File: src/rtl/dbg_pkg.sv
// Shared definitions for the debug register readout block.
package dbg_pkg;

    typedef enum logic [1:0] {
        ST_IDLE,
        ST_REQ,
        ST_SEND
    } state_t;

    localparam int BYTE_W      = 8;
    localparam int TIMEOUT_DEF = 15;

endpackage

File: src/rtl/dbg_shift_reg.sv
// Capture register for the readout data; parallel load, shift right one byte at a time.
module dbg_shift_reg
    import dbg_pkg::*;
#(
    parameter int size = 32
) (
    input  logic            clk,
    input  logic            rst,
    input  logic            load,
    input  logic [size-1:0] load_data,
    input  logic            shift,
    output logic [size-1:0] data
);

    always_ff @(posedge clk) begin
        if (rst) begin
            data <= '0;
        end else if (load) begin
            data <= load_data;
        end else if (shift) begin
            data <= data >> BYTE_W;
        end
    end

endmodule

File: src/rtl/dbg_reg_readout.sv
// Host-driven register read: fetch one register-file word, stream it out LSB byte first.
module dbg_reg_readout
    import dbg_pkg::*;
#(
    parameter int size    = 32,
    parameter int AW      = 5,
    parameter int TIMEOUT = TIMEOUT_DEF
) (
    input  logic            clk,
    input  logic            rst,
    input  logic            cmd_valid,
    input  logic [AW-1:0]   cmd_addr,
    output logic            cmd_ready,
    output logic            rf_req,
    output logic [AW-1:0]   rf_addr,
    input  logic            rf_ack,
    input  logic [size-1:0] rf_data,
    output logic            tx_valid,
    input  logic            tx_ready,
    output logic [7:0]      tx_byte,
    output logic            busy,
    output logic            timeout_err
);

    localparam int NB = size / BYTE_W;
    localparam int CW = $clog2(TIMEOUT + 1);
    localparam int BW = $clog2(NB + 1);

    state_t          state;
    logic [CW-1:0]   wait_cnt;
    logic [BW-1:0]   byte_cnt;
    logic            timeout_hit;
    logic            last_byte;
    logic            sr_load;
    logic            sr_shift;
    logic [size-1:0] sr_load_data;
    logic [size-1:0] sr_data;

    assign timeout_hit = (wait_cnt == CW'(TIMEOUT - 1));
    assign last_byte   = (byte_cnt == BW'(NB - 1));
    assign tx_byte     = sr_data[BYTE_W-1:0];

    // An ack on the timeout cycle wins over the all-ones fill.
    always_comb begin
        sr_load      = 1'b0;
        sr_shift     = 1'b0;
        sr_load_data = rf_data;
        if (state == ST_REQ) begin
            if (rf_ack) begin
                sr_load = 1'b1;
            end else if (timeout_hit) begin
                sr_load      = 1'b1;
                sr_load_data = '1;
            end
        end
        if (state == ST_SEND && tx_valid && tx_ready) begin
            sr_shift = 1'b1;
        end
    end

    dbg_shift_reg #(
        .size(size)
    ) u_shift (
        .clk       (clk),
        .rst       (rst),
        .load      (sr_load),
        .load_data (sr_load_data),
        .shift     (sr_shift),
        .data      (sr_data)
    );

    always_ff @(posedge clk) begin
        if (rst) begin
            state       <= ST_IDLE;
            wait_cnt    <= '0;
            byte_cnt    <= '0;
            rf_addr     <= '0;
            cmd_ready   <= 1'b1;
            rf_req      <= 1'b0;
            tx_valid    <= 1'b0;
            busy        <= 1'b0;
            timeout_err <= 1'b0;
        end else begin
            case (state)
                ST_IDLE: begin
                    if (cmd_valid) begin
                        rf_addr     <= cmd_addr;
                        timeout_err <= 1'b0;
                        wait_cnt    <= '0;
                        state       <= ST_REQ;
                        cmd_ready   <= 1'b0;
                        rf_req      <= 1'b1;
                        busy        <= 1'b1;
                    end
                end
                ST_REQ: begin
                    if (rf_ack || timeout_hit) begin
                        byte_cnt <= '0;
                        state    <= ST_SEND;
                        rf_req   <= 1'b0;
                        tx_valid <= 1'b1;
                        if (!rf_ack) begin
                            timeout_err <= 1'b1;
                        end
                    end else begin
                        wait_cnt <= wait_cnt + CW'(1);
                    end
                end
                ST_SEND: begin
                    if (tx_ready) begin
                        byte_cnt <= byte_cnt + BW'(1);
                        if (last_byte) begin
                            state     <= ST_IDLE;
                            tx_valid  <= 1'b0;
                            busy      <= 1'b0;
                            cmd_ready <= 1'b1;
                        end
                    end
                end
                default: begin
                    state     <= ST_IDLE;
                    cmd_ready <= 1'b1;
                    rf_req    <= 1'b0;
                    tx_valid  <= 1'b0;
                    busy      <= 1'b0;
                end
            endcase
        end
    end

endmodule

File: config.mk
export PLATFORM = sky130hd
export DESIGN_NAME = dbg_reg_readout
export DESIGN_NICKNAME = d
export VERILOG_FILES = /design/src/rtl/dbg_pkg.sv /design/src/rtl/dbg_shift_reg.sv /design/src/rtl/dbg_reg_readout.sv
export SDC_FILE = /design/constraint.sdc
export NUM_CORES = 1
export LEC_CHECK = 0
export CAP_MARGIN = 30
export CORE_AREA = 3 3 74 76
export CTS_BUF_LIST = sky130_fd_sc_hd__clkbuf_4
export CTS_CLUSTER_DIAMETER = 50
export CTS_CLUSTER_SIZE = 16
export DETAILED_ROUTE_END_ITERATION = 8
export DIE_AREA = 0 0 77 79
export HOLD_SLACK_MARGIN = 0.06
export PLACE_DENSITY = 0.77
export SYNTH_ARGS = -nofsm -noshare
export SYNTH_HDL_FRONTEND = slang
export SYNTH_SLANG_ARGS = --single-unit
export TNS_END_PERCENT = 100
File: constraint.sdc
create_clock -name clk -period 1.8 [get_ports clk]
set_input_delay 0.18 -clock clk [delete_from_list [all_inputs] [get_ports clk]]
set_output_delay 0.18 -clock clk [all_outputs]
set_load 0.005 [all_outputs]
======== After elaboration in Yosys (flattened, before gate mapping) ========
Cells that the tools add are included.
W data, S select, Z words.
storage, ports and cells
  flip-flop bits (word level) ............. 51
  latch bits .............................. 0
  memory bits (writable) .................. 0
  memory bits (read-only) ................. 0
  bits of input ports ..................... 42
  output and inout bits ................... 18
  word-level logic and storage cells ...... 75
  memories ................................ 0
cells by class
  $add $sub $neg .......................... 2
  multiply operators ...................... 0
  divide/modulo/power cells ............... 0
  $lt $le $gt $ge ......................... 0
  equal/unequal tests ..................... 10
  shift operators ......................... 0
  multiplexer cells ....................... 35
  bitwise operators ....................... 3
  reductions and logical operators ........ 15
operator list
  kind                   count
  $mux W32               5
  $reduce_and A4 Y1      4
  $mux W1                14
  $pmux W1 S3            4
  $ne A2 B2 Y1 const B   5
  $reduce_and A3 Y1      3
  $mux W2                4
  $mux W4                2
  $pmux W4 S2            1
  $mux W3                2
  $pmux W2 S3            1
  $pmux W3 S2            1
  $reduce_bool A2 Y1     3
  $add A4 B1 Y4 const B  1
  $eq A4 B4 Y1 const B   1
  $add A3 B1 Y3 const B  1
  $eq A3 B2 Y1 const B   1
  $not A1 Y1             3
  $eq A2 B1 Y1 const B   1
  $eq A2 B2 Y1 const B   1
  $logic_and A1 B1 Y1    2
  $logic_not A2 Y1       1
  $ne A2 B1 Y1 const B   1
  $pmux W1 S2            1
  2 further kinds        2

======== Longest topological paths before layout ========
  depth after elaboration ................. 6
  depth in mapped cells ................... 6
  depth with buffers taken out ............ 5

======== By module ========
Synthesis repeated with hierarchy kept, for this count alone.
second synthesis, totals
  cell total of the unflattened synthesis .. 281
  area total of the unflattened synthesis .. 2,552.4 µm²
modules (own cells, without submodules)
  module           instances  cells each  area each (µm²)
  dbg_shift_reg    1          142         1,433.9
  dbg_reg_readout  1          139         1,118.6

======== Least setup slack after synthesis ========
Ideal clock, no wire load.
  kind .................................... register to register
  start ................................... register wait_cnt[0]
  end ..................................... register u_shift.data[4]
  setup time .............................. 0.074 ns
  arrival time ............................ 1.510 ns
  required time ........................... 1.726 ns
  slack ................................... 0.216 ns
  stages on the path, launching flop included .. 7
  buffers on the path ..................... 1
  clock period less this slack ............ 1.584 ns
  path through ............................ dfxtp_1 inv_1 ha_1 a31oi_1 clkbuf_1 o211ai_1 a31oi_1
between the ends
  longest elaborated chain between the ends .. 5
RTL lines
  what                                                   line                    text
  start: declaration                                     dbg_reg_readout.sv:30   logic [CW-1:0] wait_cnt;
  start signal: assignment                               dbg_reg_readout.sv:106  wait_cnt <= wait_cnt + CW'(1);
  $eq A4 B4 Y1 (*)                                       dbg_reg_readout.sv:39   assign timeout_hit = (wait_cnt == CW'(TIMEOUT - 1));
  $mux W32 / $mux W1 (equally long branches)             dbg_reg_readout.sv:51   end else if (timeout_hit) begin
  $mux W32 / $mux W1 (equally long branches)             dbg_reg_readout.sv:49   if (rf_ack) begin
  $mux W32 / $mux W1 (equally long branches)             dbg_reg_readout.sv:48   if (state == ST_REQ) begin
  $mux W32 / $reduce_bool A2 Y1 (equally long branches)  --
  end signal: assignment                                 dbg_shift_reg.sv:19     data <= load_data;
  end signal: assignment                                 dbg_shift_reg.sv:21     data <= data >> BYTE_W;
  end: declaration                                       dbg_shift_reg.sv:12     output logic [size-1:0] data
Every way passes the cells marked *; elsewhere a longest branch is shown, timed or not.
A chain may end at the register's enable or synchronous reset.

======== Worst setup path in the final report ========
  start ................................... register wait_cnt[0]
  end ..................................... register wait_cnt[1]
between the ends
  longest elaborated chain between the ends .. 4
RTL lines
  what
  branches (longest 4 deep; another with $add A4 B1 Y4)
Parallel ways; which one is timed is not known. The select of a mux whose other input is x is not followed.

==> metrics.txt <==
status completed; Layout fillers between 400 and 500; CTS H-tree depth 2; yosys warns 0; worst path required time roughly 2.1 ns; Pwr Density between 700 and 800 nW/um^2; drt wl/cell ~16 microns; row count 25; Cell Area, Placed between 3000 and 4000 sq um; WL final ~6300 microns; Max Slew Vio Count 0; Max Clk Rate 0.601 GHz; grt total ovfl 0; crit path max-delay cell type dfxtp_1; dpl cells 391; cell family with most CP delay simple AND/OR/NAND/NOR gates; routability cong. 0.794; IO Count 60; clk slew on worst S/H paths approximately 0.13 ns; Post-Syn Nets 336; Leakage slightly above 1 nW; critical path depth 5; part of the power in registers 0.536; RSZ-0062 raised after global routing false; maximum VDD drop roughly 0.42 mV; Starting Density 0.514; WP data arrival around 2.0 ns; via count approximately 2,300; register area between 1000 and 1500 sq um; clk_lat worst skew ~0.37 ns; Post-CTS Hold Buffers 0; Die Area about 6100 sq um; GRT Total Usage 0.210; Setup crit end kind flop; reg-to-reg slack, setup approximately 0.14 ns; Final Critical Period around 1.7 ns; antenna violations before repair 0; switching power around 0.6 mW; Clock Tree Buf Depth 2; post-route clock period utilization 0.925; violation count after the first detailed-route iteration a little over 200; FF-to-FF Start wait_cnt[0]; Clk network pwr share 0.277; number of synthesized flops with an enable pin 0; CP Buf/Inv Count 1; Area contributors post-synth dfxtp_1, o211ai_1, nand2_1; Comb pwr share 0.186; final hold viol count 0; hold slack ~0.28 ns; global-route wire length before repair 10,500 microns; max-slew headroom at the worst pin 0.645; Worst Skew between 0.01 and 0.015 ns; buffers added on ports a little under 60; final setup TNS 0 ns; width of the die 77 microns; Nets roughly 380; antenna viol nets, final 0; vias in the first global route 2,182; post-CTS sizing 0; layout cells sized above 1 0.0813; CP Max Fanout 9; critical-path cell list inv_1 -> ha_1 -> and3_1 -> or4_1 -> a21oi_1; crit-path max cell delay ~0.45 ns; switch share 0.255; Clock Root Buffer clkbuf_4; max-cap viol count 0; Worst setup SP type flop; reg2reg end wait_cnt[1]; most common cell in the netlist dfxtp_1; Sink Count 51; synthesized area between 2000 and 2500 sq um; # diodes 0; sequential area share after synthesis 0.415; chip height ~80 microns; Post-DP HPWL 4170 microns; non-filler cells, final roughly 400; Worst Hold Class primary input to flop; # DRC 0; unique cell type count in the Yosys netlist 35; cells after synthesis 290; CTS Buf Count 5; CP endpoint wait_cnt[1]; DR pass1 iterations 4; Syn Area/Cell 8.48 sq um; Post-CTS Setup Repair Bufs 0; Setup crit start wait_cnt[0]; design area about 3200 sq um; classification of the worst setup path flop to flop; async set-reset flop share out of synthesis 0; Pint ~1.7 mW; final setup fails 0; Worst Tran Pin Value ~0.53 ns; pin count of the biggest net entering global routing 36; post-synth top area share 0.415; Area Overhead vs Synth 29.3%; ys flop type dfxtp_1; CTS tree yes; Core Util, Final 0.664; cell taking the most area after synthesis dfxtp_1; #FFs+latches synth 51; top cells by count, synth dfxtp_1, nand2_1, o211ai_1, clkbuf_1, a31oi_1; Register-to-Register Path Depth 5; DR vias/cell between 5 and 6; multi-input combinational cell area ~1300 sq um; CORE AREA between 4000 and 5000 sq um
logic make-up (layout without fill, tap and decap cells):
kind of cell    count (synthesis)  after routing  synth area share
compound gates                107            107             0.300
simple gates                   87             87             0.187
flops                          51             51             0.415
buf+inv                        41             83            0.0774
fa+ha+maj                       4              4            0.0204
worst reg2reg max path, cell delays in order, from the launching register on:
cell and delay [ns]:
dfxtp_1 0.45, inv_1 0.08, ha_1 0.24, and3_1 0.29
or4_1 0.42, a21oi_1 0.13
final cells by class:
| class | instances | area share |
|---|---|---|
| clock buffers | 5 | 0.0118 |
| clock inverters | 3 | 0.0122 |
| inverters | 3 | 0.00354 |
| multi-input cells | 198 | 0.394 |
| well taps | 67 | 0.0264 |
| repair buffers | 72 | 0.231 |
| flip-flops and latches | 51 | 0.321 |
metrics by stage:
| stage | power, mW | setup WS, ns |
|---|---|---|
| 4_1_cts | 2.32 | 0.163 |
| 2_1_floorplan | 1.48 | 0.216 |
| 3_5_place_dp | 1.69 | 0.124 |
| 5_1_grt | 2.42 | 0.0508 |
| 6_report | 2.31 | 0.135 |
| 3_3_place_gp | 1.68 | 0.171 |
worst min-delay path by stage:
stage / start / to / slack, ns / cells past startpoint
floorplan: cmd_addr[0] / rf_addr[0] / 0.32 / 2
global placement: rf_addr[0] / rf_addr[0] / 0.44 / 2
detailed placement: rf_addr[0] / rf_addr[0] / 0.45 / 2
CTS: rst / timeout_err / 0.26 / 2
global route: rst / timeout_err / 0.28 / 2
finish: rst / timeout_err / 0.28 / 2
per-layer routing:
| metal | part of all wire | GRT usage |
|---|---|---|
| met3 | 0.051 | 0.0374 |
| met2 | 0.48 | 0.343 |
| met1 | 0.46 | 0.288 |
| met4 | 0.0038 | 0.0516 |
| met5 | 0 | 0 |
flip-flops by register name, indices dropped and copies added, names as in the netlist, 2 cells and up:
signal	cells
state	2
byte_cnt	3
rf_addr	5
wait_cnt	4
u_shift.data	32
power groups by stage:
stage / sequential, mW / combinational [mW] / clock [mW]
floorplan: 1.26 / 0.223 / 0
global placement: 1.26 / 0.421 / 0
detailed placement: 1.26 / 0.427 / 0
CTS: 1.24 / 0.428 / 0.653
global route: 1.25 / 0.469 / 0.703
finish: 1.24 / 0.430 / 0.640
cells in the final DEF (no fill, tap or decap), types with 5 or more instances in the layout:
cell	netlist	layout
clkdlybuf4s50_1	0	58
buf_4	8	9
dfxtp_1	51	51
nand2_1	47	47
o211ai_1	47	47
nor3b_1	13	13
clkbuf_4	0	5
nand3b_1	5	5
a211oi_1	8	8
a21oi_1	16	16
a31oi_1	23	22
(Power assumes the default switching activity.)
